$ cat config.mk
export PLATFORM = sky130hd
export DESIGN_NAME = pwm_multi
export DESIGN_NICKNAME = d
export VERILOG_FILES = /design/src/rtl/pwm_multi_pkg.sv /design/src/rtl/pwm_prescaler.sv /design/src/rtl/pwm_multi.sv
export SDC_FILE = /design/constraint.sdc
export NUM_CORES = 1
export LEC_CHECK = 0
export ABC_AREA = 1
export BUFFER_PORTS_ARGS = -buffer_cell sky130_fd_sc_hd__buf_2
export CAP_MARGIN = 40
export CORE_MARGIN = 3
export CORE_UTILIZATION = 35
export DETAILED_ROUTE_END_ITERATION = 12
export GPL_ROUTABILITY_DRIVEN = 0
export GPL_TIMING_DRIVEN = 0
export SLEW_MARGIN = 20
export SYNTH_ARGS = -nofsm -noshare
export SYNTH_HDL_FRONTEND = slang
export SYNTH_SLANG_ARGS = --single-unit
$ cat constraint.sdc
create_clock -name clock -period 2.6 [get_ports clock]
set_input_delay 0.65 -clock clock [delete_from_list [all_inputs] [get_ports clock]]
set_output_delay 0.65 -clock clock [all_outputs]
set_load 0.02 [all_outputs]
$ cat src/rtl/pwm_multi_pkg.sv
// Shared types and sizing helpers for the multi-channel PWM generator.
package pwm_multi_pkg;

  typedef enum logic {
    MODE_EDGE   = 1'b0,
    MODE_CENTER = 1'b1
  } mode_e;

  typedef enum logic {
    DIR_UP   = 1'b0,
    DIR_DOWN = 1'b1
  } dir_e;

  // Prescaler must hold 2^(2^speed_bits - 1) - 1, the largest divide-by count.
  function automatic int presc_width(input int speed_bits);
    return (1 << speed_bits) - 1;
  endfunction

endpackage

$ cat src/rtl/pwm_prescaler.sv
// Shared prescaler: emits one tick every 2^speed clocks while enabled.
module pwm_prescaler
  import pwm_multi_pkg::*;
#(
  parameter int SPEED_BITS = 3
) (
  input  logic                  clock,
  input  logic                  reset,
  input  logic                  enable,
  input  logic [SPEED_BITS-1:0] speed,
  output logic                  tick
);

  localparam int PW = presc_width(SPEED_BITS);

  logic [PW-1:0] presc_q, presc_d;
  logic [PW:0]   limit;

  // >= rather than == so lowering speed mid-count ticks at once instead of wrapping.
  always_comb begin
    limit   = ((PW + 1)'(1) << speed) - (PW + 1)'(1);
    tick    = enable && ({1'b0, presc_q} >= limit);
    presc_d = (!enable || tick) ? '0 : presc_q + PW'(1);
  end

  always_ff @(posedge clock or posedge reset) begin
    if (reset) begin
      presc_q <= '0;
    end else begin
      presc_q <= presc_d;
    end
  end

endmodule

$ cat src/rtl/pwm_multi.sv
// Multi-channel PWM: shared prescaler and period counter, double-buffered
// per-channel duty, edge- or center-aligned compare.
module pwm_multi
  import pwm_multi_pkg::*;
#(
  parameter int CHANNELS   = 4,
  parameter int WIDTH      = 8,
  parameter int SPEED_BITS = 3,
  localparam int CW = (CHANNELS > 1) ? $clog2(CHANNELS) : 1
) (
  input  logic                  clock,
  input  logic                  reset,
  input  logic                  enable,
  input  logic [SPEED_BITS-1:0] speed,
  input  logic                  center_mode,
  input  logic                  wr_en,
  input  logic [CW-1:0]         wr_ch,
  input  logic [WIDTH-1:0]      wr_duty,
  output logic [CHANNELS-1:0]   PWM,
  output logic                  period_end
);

  localparam logic [WIDTH-1:0] MAX = '1;

  logic                tick;
  logic                boundary;
  logic [WIDTH-1:0]    cnt_q, cnt_d;
  dir_e                dir_q, dir_d;
  logic [WIDTH-1:0]    duty_q   [CHANNELS];
  logic [WIDTH-1:0]    duty_d   [CHANNELS];
  logic [WIDTH-1:0]    shadow_q [CHANNELS];
  logic [WIDTH-1:0]    shadow_d [CHANNELS];
  logic [CHANNELS-1:0] pwm_q, pwm_d;
  logic                period_end_q;

  pwm_prescaler #(
    .SPEED_BITS(SPEED_BITS)
  ) u_presc (
    .clock (clock),
    .reset (reset),
    .enable(enable),
    .speed (speed),
    .tick  (tick)
  );

  // Center mode holds cnt at each endpoint for one extra tick while dir flips.
  always_comb begin
    cnt_d    = cnt_q;
    dir_d    = dir_q;
    boundary = 1'b0;
    if (!enable) begin
      cnt_d = '0;
      dir_d = DIR_UP;
    end else if (center_mode == MODE_CENTER) begin
      if (tick) begin
        if (dir_q == DIR_UP) begin
          if (cnt_q == MAX) dir_d = DIR_DOWN;
          else              cnt_d = cnt_q + WIDTH'(1);
        end else begin
          if (cnt_q == '0) begin
            dir_d    = DIR_UP;
            boundary = 1'b1;
          end else begin
            cnt_d = cnt_q - WIDTH'(1);
          end
        end
      end
    end else begin
      dir_d = DIR_UP;
      if (tick) begin
        cnt_d    = cnt_q + WIDTH'(1);
        boundary = (cnt_q == MAX);
      end
    end
  end

  always_comb begin
    pwm_d = '0;
    for (int unsigned i = 0; i < CHANNELS; i++) begin
      duty_d[i]   = (wr_en && wr_ch == CW'(i)) ? wr_duty : duty_q[i];
      shadow_d[i] = (!enable || boundary) ? duty_q[i] : shadow_q[i];
      pwm_d[i]    = enable && (cnt_q < shadow_q[i]);
    end
  end

  always_ff @(posedge clock or posedge reset) begin
    if (reset) begin
      cnt_q        <= '0;
      dir_q        <= DIR_UP;
      pwm_q        <= '0;
      period_end_q <= 1'b0;
      for (int unsigned i = 0; i < CHANNELS; i++) begin
        duty_q[i]   <= '0;
        shadow_q[i] <= '0;
      end
    end else begin
      cnt_q        <= cnt_d;
      dir_q        <= dir_d;
      pwm_q        <= pwm_d;
      period_end_q <= boundary;
      duty_q       <= duty_d;
      shadow_q     <= shadow_d;
    end
  end

  assign PWM        = pwm_q;
  assign period_end = period_end_q;

endmodule

==> results.md, run 1 <==
- Pin count of the biggest net entering global routing: 30
- Post-CTS setup buffer count: 0
- Highest Clock Rate: between 400 and 500 MHz
- Minimum clock period after layout: about 2.1 ns
- Clock Skews: 0.01034 ns
- Total track usage: between 10 and 15%
- DR iter-0 viols: 175
- Area grow syn2layout: 15.21%
- Worst hold path type: input port to async pin
- Hold-fix buffers, CTS: 0
- CP startpoint kind: input port
- Dpl hpwl: 7.644 mm
- Req. time, crit path: 2.86 ns
- Vias/cell: 4.746
- DRT Wirelength: 9.951 mm
- Clock-pin slew on the worst setup and hold paths: 0.07 ns
- Area post-placement: 4935 µm²
- Footprint of the multi-input gates: 2048 µm²
- Die X: 119.9 µm
- Final cell count without fillers: around 770
- CTS root buf: clkbuf_16
- Crit path top cell by count: nand2_1
- Most frequent cells in the layout: nand2_1, dfrtp_1, inv_1
- Syn nets: 620
- Yosys cell types: 25
- Placed Cells: 755
- Num Clock Sinks: 85
- CTS resizes: 0
- GR Overflow Total: 0
- R2R setup slack: 0.58 ns
- DR DRC count: 0
- Mapped Area: 4541 µm²
- Slowest cell on the critical path: nand4_1
- Max Cap Viol: 0
- Die Area: 14380 µm²
- Nets@finish: 655
- Fin area: roughly 5200 µm²
- Critical path class: input port to register
- Synth Register Bits: 85
- Routed Antenna Nets: 0
- TritonCTS Buffers: 9
- Outcome: completed
- Storage cell area: 2127 µm²
- Die height: roughly 120 µm
- Share of the core filled with cells: 42.32%
- Max-slew violations: 0
- Number of global-route vias before repair: approximately 3700
- Mapped Cells: around 560
- # rows: 40
- Final hold slack: 0.2824 ns
- Crit. End Element: register
- Fillers: 1271
- Initial antenna violation count: 0
- IO Port Bufs: 21
- Drt pass-1 iters: 5
- Maximum vdd drop: 0.4318 mV
- Longest Clk Path Bufs: 2
- P per Cell Area: 668.7 nW/µm²
- Slew headroom: 66.29%
- CP Max Fanout: 10
- Layout cell share with drive strength beyond 1: 9.453%
- CP Cell Sequence: buf_2 -> a21oi_1 -> ha_1 -> nand2_1 -> inv_1 -> nand2_1 -> nand2_1 -> nand2_1 -> nand4_1 -> nand2_2 -> buf_4 -> nand2_1 -> o21ai_1
- Largest incremental delay on the critical path: 0.26 ns
- Core area: 12360 µm²
- Pleak: about 2.8 nW
- CP delay by family, top: simple AND/OR/NAND/NOR gates
- TritonCTS clock tree: done
- First-pass GRT wire length: 17.30 mm
- Setup violations, final: 0
- Average wire per cell in the routed design: 12.91 µm
- H-tree lvl count: 3
- Antenna Cells: 0
- Setup TNS Final: 0 ns
- Period utilization: 79.79%
- WP data arrival: around 2.3 ns
- I/O pin cnt: 23
- Slew @ Worst Pin: 0.5056 ns
- Commonest non-fill, non-tap cell in the layout: nand2_1
- Initial Utilization: 36.73%
- Share of the yosys chip area belonging to registers: 46.84%
- Mapped Avg Cell Area: 8.065 µm²
- Vias: 3659
- Buffers & Inverters on Critical Path: 3
- Yosys warning total: 0
- Final Hold Viols: 0
- Clk Latency, worst-skew pair: 0.34 ns
- RSZ-0062 raised after global routing: false
==> cell type report <==
type	count	area share, %
buffer	16	1.746
clock buffer	10	4.568
clock inverter	6	1.100
inverter	73	5.310
multi-input combinational	389	39.15
sequential	85	40.66
tap	168	4.018
timing repair buffer	24	3.444
==> metal layers <==
metal	track usage, %	up-vias	share of wire (%)
met3	2.922	11	3.1
met1	19.21	1705	46
met5	0	-	0
li1	-	1877	-
met4	4.653	0	1.6
met2	25.29	66	49
==> state kept, by name, summed over array words and instances, names as in the netlist <==
signal	cells
period_end	1
shadow_q	32
u_presc.presc_q	7
cnt_q	8
dir_q	1
PWM	4
duty_q	32
==> cell families after synthesis <==
group           share of synthesized area [%]
compound gates                          8.377
buf+inv                                 8.046
xor+xnor                               0.7715
fa+ha+maj                               10.75
simple gates                            25.21
flops                                   46.84
==> worst paths after layout <==
check | depth (start not counted) | to | startpoint
worst max register to register | 11 | shadow_q[0] | cnt_q[1]
min in group clock | 2 | duty_q[15] | duty_q[15]
worst max-delay path | 13 | cnt_q[1] | speed[1]
worst min-delay path | 2 | duty_q[30] | reset
worst min register to register | 2 | duty_q[15] | duty_q[15]
max in group asynchronous | 5 | u_presc.presc_q[6] | reset
==> cells in the mapped netlist, drive strengths merged <==
cell type,n,share of area [%]
nor3,2,0.22
or2,3,0.41
buf,11,1.6
and3,1,0.14
o21a,4,0.66
clkinv,1,0.083
inv,72,6.0
ha,39,11
nand2,179,15
dfrtp,85,47
xor2,4,0.77
o21ai,50,5.5
clkbuf,5,0.41
a21oi,20,2.2
nand4,7,0.96
nor2,27,2.3
nand3,53,6.1
==> stage by stage <==
stage               total power [mW]  setup WS, ns
detailed placement             2.272        0.1811
global placement               2.228        0.2229
finish                         3.498        0.5255
global route                   3.741        0.2881
CTS                            3.537        0.5229
floorplan                      2.065        0.6157
==> worst register-to-register path, delay by kind of cell, from the launching register on <==
| kind | cells | cell delay (ns) |
|---|---|---|
| and+or+nand+nor | 8 | 0.79 |
| buffers and inverters | 2 | 0.31 |
| adders and majority gates | 1 | 0.24 |
| DFF | 1 | 0.57 |
==> where the power goes <==
| part | internal, mW | switching [mW] | leakage, nW |
|---|---|---|---|
| Clock | 0.700 | 0.556 | 0.148 |
| Sequential | 1.51 | 0.129 | 1.09 |
| Combinational | 0.244 | 0.361 | 1.57 |
(Power assumes the default switching activity.)
==> run 2, diff against run 1 <==
- clock period: 2.6 -> 1.7 ns (I/O delays scaled with it)
==> results.md, run 2 (same netlist as run 1, synthesis figures left out) <==
- GR Overflow Total: 0 (unchanged)
- Core area: 12360 µm² (unchanged)
- Sw frac: 30.52% (+0.61 points)
- Die height: 119.9 µm (unchanged)
- Buffers & Inverters on Critical Path: 1 (-2)
- Hold-fix buffers, CTS: 0 (unchanged)
- Clk Latency, worst-skew pair: 0.34 ns (about the same)
- Placed Cells: 755 (unchanged)
- Longest Clk Path Bufs: 2 (unchanged)
- IO Port Bufs: 21 (unchanged)
- Max Cap Viol: 0 (unchanged)
- Clock Skews: 0.006961 ns (-0.003383 ns)
- Layout cell share with drive strength beyond 1: 23.19% (+14 points)
- Initial antenna violation count: 0 (unchanged)
- Clock share of power: 33.5% (-2.4 points)
- Slew @ Worst Pin: 0.5172 ns (+0.01159 ns)
- CP delay by family, top: simple AND/OR/NAND/NOR gates
- Minimum clock period after layout: ~1.8 ns
- Final Hold Viols: 0 (unchanged)
- Largest incremental delay on the critical path: 0.42 ns (+0.16 ns)
- Vias: 3783 (+3.4%)
- Commonest non-fill, non-tap cell in the layout: nand2_1
- Clock-pin slew on the worst setup and hold paths: 0.06 ns (about the same)
- Final hold slack: 0.1208 ns (-0.1616 ns)
- Crit. End Element: register
- First-pass GRT wire length: 17.52 mm (+1.3%)
- Total track usage: 15.02% (+0.10 points)
- Die X: 119.9 µm (unchanged)
- Routed Antenna Nets: 0 (unchanged)
- Most frequent cells in the layout: nand2_1, dfrtp_1, inv_1
- Slowest cell on the critical path: dfrtp_1
- Fillers: 1212 (-4.6%)
- Number of global-route vias before repair: 3726 (+1.3%)
- Nets@finish: 686 (+4.7%)
- Average wire per cell in the routed design: 13.58 µm (+5.2%)
- Final setup margin: -0.05879 ns (-0.5843 ns)
- DR DRC count: 0 (unchanged)
- Crit path top cell by count: nand2_1
- Highest Clock Rate: between 500 and 600 MHz
- Pleak: 2.994 nW (+6.8%)
- DR iter-0 viols: 126 (-28%)
- RSZ-0062 raised after global routing: true
- Die Area: 14380 µm² (unchanged)
- H-tree lvl count: 3 (unchanged)
- WP data arrival: 1.99 ns (-0.34 ns)
- P_int: 3.773 mW (+54%)
- Top Registers: duty_q x32, shadow_q x32, cnt_q x8
- Antenna Cells: 0 (unchanged)
- CTS root buf: clkbuf_16
- CP Max Fanout: 7 (-3)
- TritonCTS Buffers: 9 (unchanged)
- Drt pass-1 iters: 4 (-1)
- Area grow syn2layout: 26.43%
- Num Clock Sinks: 85 (unchanged)
- Final cell count without fillers: 802 (+4.0%)
- DRT Wirelength: 10.89 mm (+9.4%)
- Period utilization: 103.5%
- Failing checks: negative setup slack
- I/O pin cnt: 23 (unchanged)
- Outcome: complete, but fails checks
- Worst hold path type: input port to async pin
- Max-slew violations: 0 (unchanged)
- TritonCTS clock tree: done
- DP Worst Slack: -0.4783 ns (-0.6594 ns)
- Setup violations, final: 32 (+32)
- # rows: 40 (unchanged)
- Initial Utilization: 36.73% (unchanged)
- Maximum vdd drop: 0.5655 mV (+31%)
- Dpl hpwl: 7.617 mm (-0.35%)
- Seq pwr share: 46.4% (-0.4 points)
- Combinational Power Share: 20.2% (+2.9 points)
- Critical path class: register to register
- Vias/cell: 4.717 (-0.61%)
- Pin count of the biggest net entering global routing: 28 (-6.7%)
- P per Cell Area: 945.9 nW/µm² (+41%)
- CP Cell Sequence: ha_4 -> a21oi_1 -> nand2_1 -> nand2_2 -> nand3_4 -> nand3_4 -> nand2_8 -> clkbuf_16 -> nand2_1 -> nand2_1
- Slew headroom: 65.45% (-0.85 points)
- P_sw: 1.657 mW (+58%)
- Req. time, crit path: 1.93 ns (-0.93 ns)
- CP startpoint kind: register
-- run 2: cell count changes in the layout (fill, tap and decap cells not counted), moves of 8 or more --
cell / delta
dfrtp_2: +8
buf_4: +25
nand2_1: -29
dfrtp_1: -8
nand2_2: +26
-- run 2: repair_timing --
action                     CTS  global route
pin swaps                    7             8
buffers inserted            10            16
gates resized for setup     30            53
cloned                       2             3
setup endpoints to repair   44            49
-- run 2: power by group through the flow --
stage          sequential [mW]  combinational [mW]  clock (mW)
2_1_floorplan             2.49               0.668           0
3_3_place_gp              2.53               0.881           0
3_5_place_dp              2.54               0.938           0
4_1_cts                   2.50                1.00        1.85
5_1_grt                   2.55                1.27        1.94
6_report                  2.52                1.10        1.82
-- run 2: final cells by class --
| type | instances | area [µm²] | share of cell area (%) |
|---|---|---|---|
| plain buffers | 16 | 117.6 | 2.049 |
| clock buffers | 9 | 225.2 | 3.923 |
| clock inverters | 7 | 47.55 | 0.8282 |
| inverters | 73 | 280.3 | 4.882 |
| multi-input cells | 389 | 2283 | 39.78 |
| flip-flops and latches | 85 | 2137 | 37.23 |
| well taps | 168 | 210.2 | 3.662 |
| repair buffers | 55 | 439.2 | 7.650 |
-- run 2: final timing paths --
path	start	to	slack [ns]	depth (start not counted)
worst max register to register	u_presc.presc_q[3]	shadow_q[20]	-0.06	10
worst min-delay path	reset	duty_q[29]	0.12	2
max in group asynchronous	reset	cnt_q[1]	0.92	4
min in group clock	center_mode	dir_q	0.39	3
worst max-delay path	u_presc.presc_q[3]	shadow_q[20]	-0.06	10
worst min register to register	duty_q[17]	shadow_q[17]	0.48	2
-- run 2: routing by layer --
metal | global-route usage (%) | vias up | part of all wire, %
met5 | 0 | - | 0
met3 | 2.309 | 13 | 2.9
met4 | 4.724 | 0 | 1.0
met2 | 25.64 | 52 | 51
met1 | 19.59 | 1781 | 46
li1 | - | 1937 | -
-- run 2: per-stage QoR --
| step | area, µm² | util, % | total power, mW | setup TNS (ns) |
|---|---|---|---|---|
| 2_1_floorplan | 4556 | - | 3.162 | -0.3268 |
| 3_3_place_gp | 4871 | 39.40 | 3.412 | -37.75 |
| 3_5_place_dp | 4946 | 40.01 | 3.478 | -16.38 |
| 4_1_cts | 5384 | 43.55 | 5.349 | -2.305 |
| 5_1_grt | 5741 | 46.44 | 5.759 | -6.076 |
| 6_report | 5741 | 46.44 | 5.430 | -1.155 |
==> run 3, diff against run 2 <==
- BUFFER_PORTS_ARGS: -buffer_cell sky130_fd_sc_hd__buf_2 -> unset
- DONT_BUFFER_PORTS: unset -> 1
- SETUP_SLACK_MARGIN: unset -> 0.4
==> results.md, run 3 (same netlist as run 1, synthesis figures left out) <==
- Period utilization: 105.5% (+2.0 points)
- I/O pin cnt: 23 (unchanged)
- CP startpoint kind: register
- R2r endpoint: shadow_q[20]
- Pleak: 2.932 nW (-2.1%)
- Fillers: 1191 (-1.7%)
- RSZ-0062 raised after global routing: true
- Die X: 119.9 µm (unchanged)
- Buffers & Inverters on Critical Path: 2 (+1)
- Most frequent cells in the layout: nand2_1, dfrtp_1, inv_1
- DRT Wirelength: 10.95 mm (+0.60%)
- DR iter-0 viols: 192 (+52%)
- Cell count along the critical path: 11 (+1)
- Setup violations, final: 44 (+38%)
- Tot Pwr: 5.802 mW (+6.8%)
- Initial Utilization: 36.73% (unchanged)
- # rows: 40 (unchanged)
- Final Hold Viols: 0 (unchanged)
- Slowest cell on the critical path: dfrtp_2
- Slew @ Worst Pin: 0.7357 ns (+0.2184 ns)
- Slew headroom: 50.85% (-15 points)
- Core area: 12360 µm² (unchanged)
- GR peak layer: met2
- First-pass GRT wire length: 17.90 mm (+2.2%)
- Outcome: complete, but fails checks
- Maximum vdd drop: 0.5450 mV (-3.6%)
- DR DRC count: 0 (unchanged)
- TritonCTS Buffers: 9 (unchanged)
- H-tree lvl count: 3 (unchanged)
- Req. time, crit path: 1.98 ns (+0.05 ns)
- Clock Skews: 0.005994 ns (-0.0009668 ns)
- Crit. End Element: register
- Largest incremental delay on the critical path: 0.44 ns (+0.02 ns)
- FF-to-FF Start: cnt_q[0]
- CP Cell Sequence: inv_4 -> ha_1 -> nand3_1 -> nor2_2 -> nand3_1 -> nand2_2 -> nand3_4 -> nand2_8 -> buf_6 -> nand2_2 -> nand2_1
- CTS root buf: clkbuf_16
- Area grow syn2layout: 27.17%
- Placed Cells: 733 (-2.9%)
- Commonest non-fill, non-tap cell in the layout: nand2_1
- Total track usage: 15.53% (+0.51 points)
- Share of the core filled with cells: 46.71% (+0.27 points)
- Dpl hpwl: 7.497 mm (-1.6%)
- Antenna Cells: 0 (unchanged)
- Final setup margin: -0.09361 ns (-0.03482 ns)
- CP delay by family, top: simple AND/OR/NAND/NOR gates
- Clk Latency, worst-skew pair: 0.34 ns (about the same)
- TritonCTS clock tree: done
- Longest Clk Path Bufs: 2 (unchanged)
- Final cell count without fillers: 776 (-3.2%)
- Top Registers: duty_q x32, shadow_q x32, cnt_q x8
- CP Capture Point: shadow_q[20]
- Routed Antenna Nets: 0 (unchanged)
- Global-route track usage on met3: 3.346% (+1.0 points)
- Vias: 3739 (-1.2%)
- Num Clock Sinks: 85 (unchanged)
- Critical Path Start: cnt_q[0]
- Die height: 119.9 µm (unchanged)
- Number of global-route vias before repair: 3705 (-0.56%)
- Initial antenna violation count: 0 (unchanged)
- Max-slew violations: 0 (unchanged)
- Met2 global-route usage: 26.84% (+1.2 points)
- Met1 Usage GRT: 19.65% (+0.061 points)
- R2R setup slack: -0.09 ns (-0.03 ns)
- IO Port Bufs: 0 (-100%)
- Critical path class: register to register
- Nets@finish: 660 (-3.8%)
- Average wire per cell in the routed design: 14.12 µm (+4.0%)
- Highest Clock Rate: 557.5 MHz (-1.9%)
- Minimum clock period after layout: 1.794 ns (+0.03482 ns)
- Max Cap Viol: 0 (unchanged)
- Die Area: 14380 µm² (unchanged)
- P per Cell Area: 1005 nW/µm² (+6.2%)
- CP Max Fanout: 8 (+1)
- Drt pass-1 iters: 6 (+2)
- WP data arrival: 2.07 ns (+0.08 ns)
- Vias/cell: 4.818 (+2.1%)
- Pin count of the biggest net entering global routing: 36 (+29%)
- Layout cell share with drive strength beyond 1: 24.84% (+1.6 points)
- Clock-pin slew on the worst setup and hold paths: 0.07 ns (about the same)
- Worst hold path type: input port to async pin
- GR Overflow Total: 0 (unchanged)
- Worst Reg-to-Reg Cells: 11 (+1)
- Failing checks: negative setup slack
## run 3: changes by cell type in the layout (fill, tap and decap cells not counted), moves of 3 or more
cell / change
o21ai_0: -6
buf_2: -22
nor2_2: +3
buf_4: -10
a21oi_1: -5
nand2_1: -15
o21ai_2: +6
nor2_1: -4
ha_1: -3
nand2_2: +13
a21oi_2: +5
buf_6: +8
## run 3: what timing repair did
action,4_1_cts,5_1_grt
gates cloned,4,0
hold endpoints to repair,0,0
hold buffers,0,0
pin swaps,24,15
gates resized for setup,64,61
setup endpoints to repair,53,53
setup buffers,14,9
## run 3: how the worst min path moves through the flow
stage,slack (ns),depth (start not counted),endpoint,start
final,0.08,1,duty_q[31],reset
after CTS,0.09,1,duty_q[31],reset
after floorplan,0.44,2,shadow_q[0],duty_q[0]
after global routing,0.11,1,duty_q[31],reset
after global placement,0.46,2,shadow_q[22],duty_q[22]
after detailed placement,0.44,1,duty_q[31],reset
## run 3: final cells by class
type                            instances  area, µm²  share of cell area (%)
Multi-Input combinational cell        389       2415                   41.82
Sequential cell                        85       2135                   36.97
Timing Repair Buffer                   29      295.3                   5.114
Inverter                               73      282.8                   4.897
Clock buffer                            9      225.2                   3.900
Tap cell                              168      210.2                   3.640
Buffer                                 16      113.9                   1.972
Clock inverter                          7      97.59                   1.690
## run 3: worst register-to-register path, delay by kind of cell, from the launching register on
| family | cells | cell delay, ns |
|---|---|---|
| DFF | 1 | 0.44 |
| buffers and inverters | 2 | 0.27 |
| and+or+nand+nor | 8 | 0.87 |
| adders and majority gates | 1 | 0.16 |
## run 3: power breakdown
group | switching (mW) | leakage (nW) | total, mW | internal (mW)
registers | 0.229 | 1.08 | 2.54 | 2.31
logic | 0.642 | 1.70 | 1.13 | 0.492
clock network | 0.833 | 0.158 | 2.13 | 1.30
## run 3: per-stage QoR
stage | setup TNS, ns | setup slack [ns] | hold WS (ns) | area (µm²)
floorplan | -0.3285 | -0.05115 | 0.4422 | 4558
global placement | -21.97 | -0.3018 | 0.4593 | 4768
detailed placement | -12.94 | -0.3582 | 0.4450 | 4816
CTS | -2.755 | -0.1042 | 0.08520 | 5492
global route | -7.819 | -0.2031 | 0.1072 | 5774
finish | -2.808 | -0.09361 | 0.07601 | 5774
## run 3: layer usage
layer / wire, µm / vias up
li1: - / 1888
met3: 333 / 10
met1: 4942 / 1788
met5: 0 / -
met4: 104 / 0
met2: 5575 / 53
